$ cat src/rtl/ibex_rvfi_trace_buffer.sv
// rtl/ibex_rvfi_trace_buffer.sv - RVFI retirement trace buffer with wrap, stop-full and PC-trigger capture
module ibex_rvfi_trace_buffer #(
  parameter int Depth = 16,
  parameter int CntW  = 16,
  localparam int PtrW = $clog2(Depth)
) (
  input  logic              clk_i,
  input  logic              rst_i,
  input  logic              enable_i,
  input  logic [1:0]        mode_i,
  input  logic [31:0]       trig_pc_i,
  input  logic [PtrW:0]     post_trig_i,
  input  logic              rvfi_valid_i,
  input  logic [31:0]       rvfi_pc_rdata_i,
  input  logic [31:0]       rvfi_insn_i,
  input  logic [4:0]        rvfi_rd_addr_i,
  input  logic [31:0]       rvfi_rd_wdata_i,
  input  logic              rvfi_trap_i,
  input  logic              rvfi_intr_i,
  output logic              rd_valid_o,
  input  logic              rd_ready_i,
  output logic [31:0]       rd_pc_o,
  output logic [31:0]       rd_insn_o,
  output logic [4:0]        rd_rd_addr_o,
  output logic [31:0]       rd_rd_wdata_o,
  output logic [1:0]        rd_flags_o,
  output logic [PtrW:0]     count_o,
  output logic              triggered_o,
  output logic              frozen_o,
  output logic [CntW-1:0]   dropped_o
);

  localparam logic [PtrW:0] LP_DEPTH = (PtrW+1)'(Depth);
  localparam logic [PtrW:0] LP_ONE   = (PtrW+1)'(1);

  typedef enum logic [1:0] {ST_IDLE, ST_CAPTURE, ST_POST, ST_FROZEN} state_t;

  state_t            r_state;
  state_t            w_next;
  logic              r_en_q;
  logic [1:0]        r_mode;
  logic [PtrW:0]     r_post_cnt;
  logic [PtrW-1:0]   r_wr_ptr;
  logic [PtrW-1:0]   r_rd_ptr;
  logic [PtrW:0]     r_count;
  logic              r_triggered;
  logic [CntW-1:0]   r_dropped;

  logic [31:0]       r_pc_mem    [Depth];
  logic [31:0]       r_insn_mem  [Depth];
  logic [4:0]        r_rd_mem    [Depth];
  logic [31:0]       r_wdata_mem [Depth];
  logic [1:0]        r_flags_mem [Depth];

  logic              w_arm;
  logic              w_capturing;
  logic              w_full;
  logic              w_pop;
  logic              w_try;
  logic              w_refuse;
  logic              w_push;
  logic              w_overwrite;
  logic              w_trig_hit;
  logic [PtrW:0]     w_post_clamp;

  assign w_arm        = enable_i & ~r_en_q & (r_state == ST_IDLE);
  assign w_capturing  = (r_state == ST_CAPTURE) | (r_state == ST_POST);
  assign w_full       = (r_count == LP_DEPTH);
  assign w_pop        = rd_ready_i & (r_count != '0);
  assign w_try        = rvfi_valid_i & w_capturing;
  // A pop in the same cycle frees a slot, so stop-full only refuses when nothing drains.
  assign w_refuse     = w_try & (r_mode == 2'd1) & w_full & ~w_pop;
  assign w_push       = w_try & ~w_refuse;
  assign w_overwrite  = w_push & w_full & ~w_pop;
  assign w_trig_hit   = (r_state == ST_CAPTURE) & (r_mode == 2'd2) & w_push &
                        (rvfi_pc_rdata_i == trig_pc_i);
  assign w_post_clamp = (post_trig_i > LP_DEPTH) ? LP_DEPTH : post_trig_i;

  always_ff @(posedge clk_i) begin
    if (rst_i) begin
      r_state <= ST_IDLE;
    end else begin
      r_state <= w_next;
    end
  end

  always_comb begin
    w_next = r_state;
    if (!enable_i) begin
      w_next = ST_IDLE;
    end else begin
      case (r_state)
        ST_IDLE: begin
          if (w_arm) w_next = ST_CAPTURE;
        end
        ST_CAPTURE: begin
          if (w_trig_hit) begin
            w_next = (w_post_clamp == '0) ? ST_FROZEN : ST_POST;
          end else if (w_refuse) begin
            w_next = ST_FROZEN;
          end
        end
        ST_POST: begin
          if (w_push && (r_post_cnt == LP_ONE)) w_next = ST_FROZEN;
        end
        ST_FROZEN: w_next = ST_FROZEN;
        default:   w_next = ST_IDLE;
      endcase
    end
  end

  // r_en_q resets high so an enable held through reset must drop and re-rise to arm.
  always_ff @(posedge clk_i) begin
    if (rst_i) begin
      r_en_q      <= 1'b1;
      r_mode      <= 2'd0;
      r_post_cnt  <= '0;
      r_wr_ptr    <= '0;
      r_rd_ptr    <= '0;
      r_count     <= '0;
      r_triggered <= 1'b0;
      r_dropped   <= '0;
    end else begin
      r_en_q <= enable_i;
      if (w_arm) begin
        r_mode      <= (mode_i == 2'd3) ? 2'd0 : mode_i;
        r_post_cnt  <= '0;
        r_wr_ptr    <= '0;
        r_rd_ptr    <= '0;
        r_count     <= '0;
        r_triggered <= 1'b0;
        r_dropped   <= '0;
      end else begin
        if (w_push) r_wr_ptr <= r_wr_ptr + 1'b1;
        if (w_pop || w_overwrite) r_rd_ptr <= r_rd_ptr + 1'b1;
        if (w_push && !w_pop && !w_full) begin
          r_count <= r_count + 1'b1;
        end else if (w_pop && !w_push) begin
          r_count <= r_count - 1'b1;
        end
        if ((w_refuse || w_overwrite) && (r_dropped != '1)) r_dropped <= r_dropped + 1'b1;
        if (w_trig_hit) begin
          r_triggered <= 1'b1;
          r_post_cnt  <= w_post_clamp;
        end else if ((r_state == ST_POST) && w_push) begin
          r_post_cnt  <= r_post_cnt - 1'b1;
        end
      end
    end
  end

  always_ff @(posedge clk_i) begin
    if (w_push) begin
      r_pc_mem[r_wr_ptr]    <= rvfi_pc_rdata_i;
      r_insn_mem[r_wr_ptr]  <= rvfi_insn_i;
      r_rd_mem[r_wr_ptr]    <= rvfi_rd_addr_i;
      r_wdata_mem[r_wr_ptr] <= rvfi_rd_wdata_i;
      r_flags_mem[r_wr_ptr] <= {rvfi_trap_i, rvfi_intr_i};
    end
  end

  assign rd_valid_o    = (r_count != '0);
  assign rd_pc_o       = r_pc_mem[r_rd_ptr];
  assign rd_insn_o     = r_insn_mem[r_rd_ptr];
  assign rd_rd_addr_o  = r_rd_mem[r_rd_ptr];
  assign rd_rd_wdata_o = r_wdata_mem[r_rd_ptr];
  assign rd_flags_o    = r_flags_mem[r_rd_ptr];
  assign count_o       = r_count;
  assign triggered_o   = r_triggered;
  assign frozen_o      = (r_state == ST_FROZEN);
  assign dropped_o     = r_dropped;

endmodule

$ cat config.mk
export PLATFORM = sky130hd
export DESIGN_NAME = ibex_rvfi_trace_buffer
export DESIGN_NICKNAME = d
export VERILOG_FILES = /design/src/rtl/ibex_rvfi_trace_buffer.sv
export SDC_FILE = /design/constraint.sdc
export NUM_CORES = 1
export LEC_CHECK = 0
export BUFFER_PORTS_ARGS = -buffer_cell sky130_fd_sc_hd__buf_2
export CORE_MARGIN = 1.5
export CORE_UTILIZATION = 40
export CTS_BUF_LIST = sky130_fd_sc_hd__clkbuf_2 sky130_fd_sc_hd__clkbuf_4 sky130_fd_sc_hd__clkbuf_8
export DETAILED_ROUTE_END_ITERATION = 10
export MAX_ROUTING_LAYER = met4
export PLACE_DENSITY = 0.56
export SYNTH_ARGS = -nofsm -noshare
export SYNTH_HDL_FRONTEND = slang
export SYNTH_SLANG_ARGS = --single-unit
$ cat constraint.sdc
create_clock -name clk_i -period 24.3 [get_ports clk_i]
set_clock_uncertainty 0.05 [all_clocks]
set_input_delay 4.86 -clock clk_i [delete_from_list [all_inputs] [get_ports clk_i]]
set_output_delay 4.86 -clock clk_i [all_outputs]
set_load 0.02 [all_outputs]
# Word-level counts from Yosys, hierarchy flattened
# Memory sizes are Yosys's and may differ from the RTL's. A register that Yosys moved wholly into a read port is not among the register bits.
# Cells that the tools add are included.
dict set report word_totals {
  n_memories 5
  ram_bits 1648
  output_inout_bits 127
  reg_bits 40
  elab_cells 95
  input_bits 147
}
# name words width read_ports rd_clocked_by_memory_dff wr line_no
set mem_list {}
lappend mem_list {r_insn_mem 16 32 1 1 1 50} ;# logic [31:0] r_insn_mem [Depth];
lappend mem_list {r_pc_mem 16 32 1 1 1 49} ;# logic [31:0] r_pc_mem [Depth];
lappend mem_list {r_wdata_mem 16 32 1 1 1 52} ;# logic [31:0] r_wdata_mem [Depth];
lappend mem_list {r_rd_mem 16 5 1 1 1 51} ;# logic [4:0] r_rd_mem [Depth];
lappend mem_list {r_flags_mem 16 2 1 1 1 53} ;# logic [1:0] r_flags_mem [Depth];
dict set report classes {
  bitwise_logic 18
  reduce_logical 19
  n_lt_le_gt_ge 1
  n_addsub 6
  n_eq_ne 13
  mux 24
}
# cell count
set op_table {}
lappend op_table {{$mux W4} 10}
lappend op_table {{$eq A32 B32 Y1} 1}
lappend op_table {{$mux W5} 5}
lappend op_table {{$add A16 B1 Y16 const B} 1}
lappend op_table {{$ne A16 B16 Y1 const B} 1}
lappend op_table {{$and A1 B1 Y1} 13}
lappend op_table {{$mux W2} 5}
lappend op_table {{$sub A5 B1 Y5 const B} 2}
lappend op_table {{$add A4 B1 Y4 const B} 2}
lappend op_table {{$eq A2 B2 Y1 const B} 4}
lappend op_table {{$pmux W2 S4} 1}
lappend op_table {{$logic_and A1 B1 Y1} 6}
lappend op_table {{$add A5 B1 Y5 const B} 1}
lappend op_table {{$eq A5 B1 Y1 const B} 1}
lappend op_table {{$eq A5 B5 Y1 const B} 1}
lappend op_table {{$gt A5 B5 Y1 const B} 1}
lappend op_table {{$logic_not A5 Y1} 1}
lappend op_table {{$reduce_bool A5 Y1} 1}
lappend op_table {{$eq A2 B1 Y1 const B} 2}
lappend op_table {{$not A1 Y1} 4}
lappend op_table {{$reduce_bool A2 Y1} 2}
lappend op_table {{$reduce_or A2 Y1} 2}
lappend op_table {{$logic_not A1 Y1} 3}
lappend op_table {{$mux W1} 3}
lappend op_table {{other kinds (7)} 8}

# Logic depth before layout (Yosys ltp)
# Gate-level depths: netlist of the first run.
dict set report depth {
  depth_word 13
  ltp_mapped 11
  ltp_nobuf 11
}

# Worst setup path before layout of the first run
# No wires, ideal clock.
dict set report synth_timing {
  path_kind {input-to-reg}
  from {input rvfi_valid_i}
  to {memory r_flags_mem[3][0] (enable)}
  n_path_buf 1
  required_time_ps 23559
  path_slack_ps 11008
  arrival_time_ps 12551
  path_stages 5
  cell_sequence {and2_1 > o31a_1 > buf_2 > nand2_1 > nor3_1}
}
dict set report synth_via {
  elab_chain_cells 8
}
# item line_no
set synth_rtl {}
lappend synth_rtl {{start, declared} 13} ;# input logic rvfi_valid_i,
lappend synth_rtl {{$and A1 B1 Y1 (*)} 70} ;# assign w_try = rvfi_valid_i & w_capturing;
lappend synth_rtl {{$and A1 B1 Y1 (3 in a row)} 72} ;# assign w_refuse = w_try & (r_mode == 2'd1) & w_full & ~w_pop;
lappend synth_rtl {{$not A1 Y1} 73} ;# assign w_push = w_try & ~w_refuse;
lappend synth_rtl {{$and A1 B1 Y1 (*)} 73}
lappend synth_rtl {{$mux W1 (*)} 153} ;# if (w_push) begin
lappend synth_rtl {{$mux W1 (implied by the code) (*)} 158} ;# r_flags_mem[r_wr_ptr] <= {rvfi_trap_i, rvfi_intr_i};
lappend synth_rtl {{end, declared} 53}
# Every way passes the cells marked *; elsewhere a longest branch is shown, timed or not.

==> summary.txt, run 1 <==
Critical Path Source Type: flip-flop
post-route ant nets: 0
Ports: 274
GR Layer Usage met2: 0.3078
GR peak layer: met2
Layout area overhead: 15.57%
# setup viols final: 0
DR iter-0 viols: 2687
Post-synth EDFFs: 1648
initial antenna violation count: 30
cell with the most instances after synthesis: edfxtp_1
H-tree depth: 5
Tmin final: 9927 ps
Post-synth ARST share: 0
flops & latches, synth: 1692
fin. max-slew vios: 0
Die Y: 404.0 µm
cell taking the most area after synthesis: edfxtp_1
pre-CTS setup slack: 15180 ps
clock root buffer master: clkbuf_8
Avg Inst Size Synth: 24.62 µm²
die width: 404.0 µm
fmax: 100.7 MHz
yosys warns: 0
final worst-path cycle share: 0.4085
ys flop type: edfxtp_1
Final WS setup: 14370 ps
hold buffers post-CTS: 0
max-cap violations: 0
Fillers: 12.97k
Yosys top cell area share: 0.7693
Vias: 30.05k
DR vias/cell: 5.472
final hold slack: 418.1 ps
Worst-path clk slew: 60 ps
Reg area: 50380 µm²
first-pass GRT wire length: 223900 µm
power per cell area: 88.67 nW/µm²
core area: 159100 µm²
wire per inst: 28.72 µm
RePlAce Congestion: 0.7559
number of global-route vias before repair: 31.92k
cts repair resizes: 0
Crit Reg-Reg Startpoint: r_state[0]
grt met3 use: 0.04363
CP max stage delay: 900 ps
largest net degree at the start of global routing: 104
clock tree from TritonCTS: done
Total GRT Usage: 0.1995
Multi-input gate area: 13540 µm²
layout cells sized above 1: 0.3974
crit path capture type: output port
Lkg Pwr: 22.98 nW
outcome: finished clean
Hold/Removal Path Class: flip-flop to flip-flop
synth top area cells: edfxtp_1, mux4_2, dfxtp_1
Hold Vio Cnt, Final: 0
Worst EP required: 19390 ps
cts bufs inserted: 299
Starting Density: 0.4043
WL final: 157700 µm
clock latency on the worst-skew pair: 970 ps
port bufs: 273
fin nets: 3293
slew margin rel.: 0.1067
row count: 146
CTS Buffer Depth: 4
dpl hpwl: 81770 µm
slowest CP cell: buf_4
final routed DRC violation total: 0
HP Start: triggered_o
most frequent cells after synthesis: edfxtp_1, mux4_2, clkbuf_1
placed cell count: 4974
count of cell types in the netlist: 44
drt first pass iters: 5
Clock Sink Count: 1692
actual slew at the worst max-slew pin: 1340 ps
GRT overflow: 0
crit-path cells: buf_4, buf_4, mux4_2, mux4_2, buf_2
post-synthesis cell area: 64330 µm²
Syn Nets: 2777
Setup Crit Path Kind: flip-flop to output port
postcts setup bufs: 0
WP data arrival: 5020 ps
unrepaired setup endpoints after global routing: false
Post-Route Setup TNS: 0 ps
Worst Path Max Fanout: 50
Gate Count Post-Synth: 2613
die area: 163200 µm²
worst vdd ir: 0.05453 mV
Finished Layout Cells: 5492
sequential-to-total area share from yosys stat: 0.7830
global-route met1 utilization: 0.2677
cell type report:
type | count | share of cell area
Clock buffer | 388 | 0.06527
Tap cell | 2146 | 0.03612
Clock inverter | 116 | 0.01242
Inverter | 9 | 0.0004544
Multi-Input combinational cell | 789 | 0.1821
Sequential cell | 1692 | 0.6777
Timing Repair Buffer | 338 | 0.02545
Antenna cell | 14 | 0.0004713
logic make-up after synthesis:
logic type	share of synthesized area
flops	0.7830
mux	0.1809
simple gates	0.01264
buf+inv	0.008286
xor+xnor	0.007625
compound gates	0.004104
fa+ha+maj	0.003423
cells in the final DEF (no fill, tap or decap), types with 34 or more instances in the layout:
cell type,synthesis,routed
buf_2,24,273
buf_4,0,62
clkbuf_4,0,78
clkbuf_8,0,310
clkinv_1,0,60
clkinv_2,0,34
dfxtp_1,44,40
edfxtp_1,1648,1648
mux4_2,515,515
nor2_1,48,36
xor2_1,44,44
registers in the layout (all words and copies together), names as in the netlist, 2 cells and up, named ones only:
| signal | flops |
|---|---|
| r_pc_mem | 512 |
| count_o | 5 |
| r_post_cnt | 5 |
| r_flags_mem | 32 |
| dropped_o | 16 |
| r_rd_ptr | 4 |
| r_insn_mem | 512 |
| r_mode | 2 |
| r_state | 2 |
| r_wr_ptr | 4 |
| r_rd_mem | 80 |
| r_wdata_mem | 512 |
routing by layer:
metal	wire length [µm]	vias up	part of all wire
li1	-	12400	-
met1	67860	16320	0.43
met2	76890	1083	0.49
met3	9615	251	0.061
met4	3352	0	0.021
met5	0	-	0
power by group:
part           internal (W)  switching (W)
sequential          0.00321      0.0000184
clock               0.00147        0.00111
combinational      0.000378       0.000407
final timing paths:
check                     endpoint  slack, ps  depth (start not counted)
setup / recovery     rd_flags_o[0]      14370                          5
hold / removal         triggered_o        420                          2
hold reg to reg        triggered_o        420                          2
setup reg to reg  r_pc_mem[15][26]      19780                          8
worst max-delay path, delay by kind of cell, from the launching register on:
family	cells	cell delay [ps]
buffers and inverters	3	1900
multiplexers	2	1130
flip-flops	1	850
stage by stage:
step / utilization / cell area, µm² / power, W
6_report: 0.4672 / 74340 / 0.006591
5_1_grt: 0.4672 / 74330 / 0.006846
4_1_cts: 0.4670 / 74310 / 0.006688
3_5_place_dp: 0.4307 / 68530 / 0.004095
3_3_place_gp: 0.4307 / 68530 / 0.004074
2_1_floorplan: - / 64330 / 0.003860
Power figures use the tool's default switching activity.
==> run 2: changes to the inputs <==
--- a/config.mk
+++ b/config.mk
@@ -11,7 +11,7 @@
 export CTS_BUF_LIST = sky130_fd_sc_hd__clkbuf_2 sky130_fd_sc_hd__clkbuf_4 sky130_fd_sc_hd__clkbuf_8
 export DETAILED_ROUTE_END_ITERATION = 10
 export MAX_ROUTING_LAYER = met4
-export PLACE_DENSITY = 0.56
+export PLACE_DENSITY = 0.58
 export SYNTH_ARGS = -nofsm -noshare
 export SYNTH_HDL_FRONTEND = slang
 export SYNTH_SLANG_ARGS = --single-unit
==> constraint.sdc (replaced) <==
create_clock -name clk_i -period 8.8 [get_ports clk_i]
set_clock_uncertainty 0.05 [all_clocks]
set_input_delay 1.76 -clock clk_i [delete_from_list [all_inputs] [get_ports clk_i]]
set_output_delay 1.76 -clock clk_i [all_outputs]
set_load 0.02 [all_outputs]
==> run 2 against run 1 <==
Compared with the run above:
- non-clock buffer count fell by 26
- clock-buffer cell count rose by 10
- clock power rose to 2.6 times the previous value
- flip-flop and latch count did not move
==> summary.txt, run 2 (synthesized netlist as in run 1, its figures left out) <==
WL final: 153300 µm (-2.8%)
worst reg2reg setup slack: 4800 ps (-14980 ps)
Fillers: 12.96k (-0.10%)
clock latency on the worst-skew pair: 1000 ps (+30 ps)
Worst EP required: 6990 ps (-12400 ps)
cts repair resizes: 0 (unchanged)
actual slew at the worst max-slew pin: 1289 ps (-50.80 ps)
GRT overflow: 0 (unchanged)
core area: 159100 µm² (unchanged)
drt first pass iters: 5 (unchanged)
slew margin rel.: 0.1386 (+0.03183)
CTS Buffer Depth: 4 (unchanged)
commonest non-fill, non-tap cells in the layout: edfxtp_1, mux4_2, clkbuf_8
Total GRT Usage: 0.1944 (-0.005036)
postcts setup bufs: 0 (unchanged)
DR vias/cell: 5.454 (-0.33%)
clock share of power: 0.380 (-0.011)
first-pass GRT wire length: 220300 µm (-1.6%)
Tmin final: 5991 ps
top sig layer: met4
clock root buffer master: clkbuf_8
largest net degree at the start of global routing: 111 (+6.7%)
hold depth: 2 (unchanged)
Post-Route Setup TNS: 0 ps (unchanged)
Post-Route M1 WL: 66410 µm (-2.1%)
H-tree depth: 5 (unchanged)
wire per inst: 28.02 µm (-2.4%)
die area: 163200 µm² (unchanged)
placed cell areas: 68560 µm² (about the same)
number of global-route vias before repair: 31.94k (+0.066%)
fin. max-slew vios: 0 (unchanged)
fin area: 74130 µm² (-0.29%)
unrepaired setup endpoints after global routing: false
Reg power frac: 0.499 (+0.009)
Crit Reg-Reg Startpoint: r_state[0]
biggest regs: r_insn_mem: 512 flops, r_pc_mem: 512 flops, r_wdata_mem: 512 flops
cts bufs inserted: 289 (-3.3%)
Worst-path clk slew: 60 ps (about the same)
Finished Core Util: 0.4659 (-0.001345)
port bufs: 273 (unchanged)
die width: 404.0 µm (unchanged)
crit path capture type: output port
# setup viols final: 0 (unchanged)
Vias: 29.83k (-0.75%)
post-route ant nets: 0 (unchanged)
switching power: 0.004185 W (+170%)
fmax: 166.9 MHz
Setup Crit Path Kind: flip-flop to output port
reg2reg end: r_insn_mem[4][6]
Die Y: 404.0 µm (unchanged)
final worst-path cycle share: 0.6808
Clock Sink Count: 1692 (unchanged)
HP Start: triggered_o
worst vdd ir: 0.2187 mV (+300%)
fin nets: 3257 (-1.1%)
Hold Vio Cnt, Final: 0 (unchanged)
WP data arrival: 4180 ps (-840 ps)
Detail Route met2 WL: 73370 µm (-4.6%)
Ports: 274 (unchanged)
DR iter-0 viols: 2571 (-4.3%)
RePlAce Congestion: 0.7763 (+2.7%)
final routed DRC violation total: 0 (unchanged)
Lkg Pwr: 22.71 nW (-1.2%)
clock tree from TritonCTS: done
internal power: 0.01373 W (+170%)
most common cell after layout, fill and taps aside: edfxtp_1
hold buffers post-CTS: 0 (unchanged)
Critical Path Source Type: flip-flop
Starting Density: 0.4043 (unchanged)
met3 WL: 10460 µm (+8.8%)
dpl hpwl: 74930 µm (-8.4%)
max-cap violations: 0 (unchanged)
Layout area overhead: 15.23%
power per cell area: 241.7 nW/µm² (+170%)
Hold/Removal Path Class: flip-flop to flip-flop
outcome: finished clean
Worst Reg-to-Reg Cells: 8 (unchanged)
row count: 146 (unchanged)
layout cells sized above 1: 0.3896 (-0.007796)
initial antenna violation count: 42 (+40%)
Worst Path Max Fanout: 54 (+8.0%)
Switching Share: 0.2336 (+0.0008246)
Hold EP: triggered_o
Logic pwr share: 0.121 (+0.002)
[run 2: cell count changes in the layout (fill, tap and decap cells not counted)]
cell / before / now
clkbuf_8: 310 / 299
clkinv_2: 34 / 17
buf_4: 62 / 20
nor3_4: 0 / 4
buf_12: 3 / 19
diode_2: 14 / 27
clkbuf_4: 78 / 99
nor3_2: 6 / 2
inv_6: 2 / 0
bufinv_16: 16 / 9
clkinvlp_4: 4 / 6
clkinv_1: 60 / 64
[run 2: worst max-delay path by stage]
| stage | end | slack (ps) | from | depth (start not counted) |
|---|---|---|---|---|
| floorplan | r_flags_mem[15][0] | 1370 | rvfi_valid_i | 5 |
| global placement | r_wdata_mem[4][29] | 3690 | rd_ready_i | 7 |
| detailed placement | r_insn_mem[4][7] | 3640 | rd_ready_i | 7 |
| CTS | rd_pc_o[13] | 2560 | flip-flop | 4 |
| global route | rd_pc_o[13] | 2460 | flip-flop | 4 |
| finish | rd_insn_o[0] | 2810 | flip-flop | 5 |
[run 2: area by class of cell]
cell class / count / area, µm² / share of cell area
diodes: 27 / 67.56 / 0.0009115
clock buffers: 398 / 4858 / 0.06554
clock inverters: 96 / 640.6 / 0.008642
inverters: 9 / 33.78 / 0.0004557
multi-input cells: 789 / 13560 / 0.1830
flip-flops and latches: 1692 / 50380 / 0.6797
well taps: 2146 / 2685 / 0.03622
repair buffers: 312 / 1897 / 0.02559
[run 2: power by group through the flow]
stage          Clock (W)  Combinational, W  Sequential [W]
4_1_cts          0.00700           0.00222         0.00894
3_5_place_dp           0           0.00221         0.00911
3_3_place_gp           0           0.00216         0.00910
2_1_floorplan          0           0.00158         0.00908
5_1_grt          0.00733           0.00233         0.00894
6_report         0.00681           0.00217         0.00894
[run 2: critical path, stage by stage (launching register included)]
cell and delay, ps:
dfxtp_4 730, buf_4 720, buf_4 590, mux4_2 410, mux4_2 470, buf_2 190
[run 2: through the flow]
stage               cells  worst slack, ps  hold slack [ps]  power, W
global route         5464             2464            470.9   0.01859
floorplan            2613             1373            421.6   0.01066
CTS                  5442             2560            428.9   0.01816
global placement     4948             3690            406.0   0.01127
detailed placement   4948             3640            414.5   0.01132
finish               5469             2809            424.4   0.01792
[run 2: metal layers]
metal,global-route usage,vias up
met5,-,-
met4,0.05454,0
met1,0.2644,16190
met2,0.2950,1032
li1,-,12350
met3,0.04588,249
==> run 3: changes to the inputs <==
==> constraint.sdc (replaced) <==
create_clock -name clk_i -period 5.5 [get_ports clk_i]
set_clock_uncertainty 0.05 [all_clocks]
set_input_delay 1.1 -clock clk_i [delete_from_list [all_inputs] [get_ports clk_i]]
set_output_delay 1.1 -clock clk_i [all_outputs]
set_load 0.02 [all_outputs]
==> run 3 against run 2 <==
Compared with the run above:
- core utilization increased by 0.36 points
- non-clock buffer count increased by 43
- global-route usage increased by 0.59 points
- wire length increased by 2.7%
- worst setup slack got worse by 2100 ps
- first-iteration DRC count increased by 1.6%
- via count increased by 1.1%
- die area unchanged
- largest cell class unchanged
- largest power group unchanged
==> summary.txt, run 3 (synthesized netlist as in run 1, its figures left out) <==
fin. max-slew vios: 0 (unchanged)
max-cap violations: 0 (unchanged)
clock tree from TritonCTS: done
Die Y: 404.0 µm (unchanged)
post-route ant nets: 0 (unchanged)
layout cells sized above 1: 0.3957 (+0.006133)
Layout area overhead: 16.12%
clock root buffer master: clkbuf_8
WP data arrival: 3670 ps (-510 ps)
Switching Share: 0.2372 (+0.003667)
final routed DRC violation total: 0 (unchanged)
# setup viols final: 0 (unchanged)
core area: 159100 µm² (unchanged)
placed cell count: 4991 (+0.87%)
fin nets: 3309 (+1.6%)
H-tree depth: 5 (unchanged)
unrepaired setup endpoints after global routing: false
WL final: 157300 µm (+2.7%)
Worst Reg-to-Reg Cells: 8 (unchanged)
Worst EP required: 4350 ps (-2640 ps)
hold depth: 2 (unchanged)
DR vias/cell: 5.459 (+0.10%)
most common cell after layout, fill and taps aside: edfxtp_1
CTS Buffer Depth: 4 (unchanged)
actual slew at the worst max-slew pin: 1165 ps (-124.6 ps)
Setup Crit Path Kind: flip-flop to output port
largest net degree at the start of global routing: 84 (-24%)
RePlAce Congestion: 0.7500 (-3.4%)
initial antenna violation count: 39 (-7.1%)
postcts setup bufs: 0 (unchanged)
first-pass GRT wire length: 226900 µm (+3.0%)
worst vdd ir: 0.2401 mV (+9.8%)
Clock Sink Count: 1692 (unchanged)
number of global-route vias before repair: 32.38k (+1.4%)
Tmin final: 4818 ps
Final WS setup: 681.7 ps (-2128 ps)
final worst-path cycle share: 0.8761
row count: 146 (unchanged)
dpl hpwl: 82590 µm (+10%)
wire per inst: 28.49 µm (+1.7%)
Worst-path clk slew: 60 ps (about the same)
Lkg Pwr: 22.98 nW (+1.2%)
slew margin rel.: 0.2237 (+0.08510)
crit path capture type: output port
die area: 163200 µm² (unchanged)
Vias: 30.15k (+1.1%)
switching power: 0.006779 W (+62%)
fmax: 207.5 MHz
Hold Vio Cnt, Final: 0 (unchanged)
cts repair resizes: 0 (unchanged)
clock share of power: 0.375 (-0.005)
hold buffers post-CTS: 0 (unchanged)
Finished Layout Cells: 5523 (+0.99%)
die width: 404.0 µm (unchanged)
power per cell area: 382.6 nW/µm² (+58%)
drt first pass iters: 5 (unchanged)
commonest non-fill, non-tap cells in the layout: edfxtp_1, mux4_2, clkbuf_8
Logic pwr share: 0.125 (+0.004)
biggest regs: r_insn_mem: 512 flops, r_pc_mem: 512 flops, r_wdata_mem: 512 flops
Ports: 274 (unchanged)
cts bufs inserted: 298 (+3.1%)
final hold slack: 236.1 ps (-188.3 ps)
Worst Path Max Fanout: 61 (+13%)
Reg power frac: 0.500 (about the same)
clock latency on the worst-skew pair: 1020 ps (+20 ps)
pre-CTS setup slack: 1636 ps (-2004 ps)
Critical Path Source Type: flip-flop
DR iter-0 viols: 2611 (+1.6%)
internal power: 0.02180 W (+59%)
Hold/Removal Path Class: input pin to flip-flop
Total GRT Usage: 0.2004 (+0.005918)
port bufs: 273 (unchanged)
Starting Density: 0.4043 (unchanged)
outcome: finished clean
GRT overflow: 0 (unchanged)
run 3: changes by cell type in the layout (fill, tap and decap cells not counted), sizes merged, moves of 4 or more:
cell,before,now
bufinv,9,4
diode,27,31
clkbuf,398,391
clkinv,81,100
buf,312,355
run 3: layout make-up:
cell class,count,area (µm²)
Clock buffer,391,4818
Fill cell,12860,84410
Antenna cell,31,77.57
Timing Repair Buffer,355,2557
Clock inverter,110,579.3
Tap cell,2146,2685
Inverter,9,33.78
Sequential cell,1692,50380
Multi-Input combinational cell,789,13560
run 3: power by group through the flow:
stage          clock network, W  logic (W)  registers (W)
6_report                 0.0107    0.00357         0.0143
5_1_grt                  0.0116    0.00382         0.0143
4_1_cts                  0.0110    0.00365         0.0143
3_5_place_dp                  0    0.00364         0.0146
3_3_place_gp                  0    0.00357         0.0146
2_1_floorplan                 0    0.00253         0.0145
run 3: worst max-delay path, cell delays in order (launching register included):
cell and delay [ps]:
dfxtp_4 1010, buf_12 390, mux4_2 380, mux4_2 570, buf_2 230
run 3: worst paths after layout:
path / start / to / slack, ps
hold / removal: rst_i / r_mode[0] / 240
setup / recovery: flip-flop / rd_insn_o[15] / 680
setup reg to reg: r_state[1] / r_wdata_mem[15][23] / 2030
hold reg to reg: triggered_o / triggered_o / 430
run 3: per-layer routing:
metal	track usage	vias up	wire length, µm
li1	-	12480	-
met1	0.2620	16310	65270
met2	0.3145	1090	77250
met3	0.04817	273	11520
met4	0.05685	0	3304
met5	-	-	0
run 3: metrics by stage:
step / total power (W) / utilization / instance area, µm² / TNS, ps
2_1_floorplan: 0.01705 / - / 64350 / -1871040
6_report: 0.02858 / 0.4695 / 74700 / 0
4_1_cts: 0.02898 / 0.4690 / 74620 / 0
5_1_grt: 0.02968 / 0.4694 / 74680 / 0
3_3_place_gp: 0.01813 / 0.4351 / 69220 / 0
3_5_place_dp: 0.01821 / 0.4351 / 69220 / 0
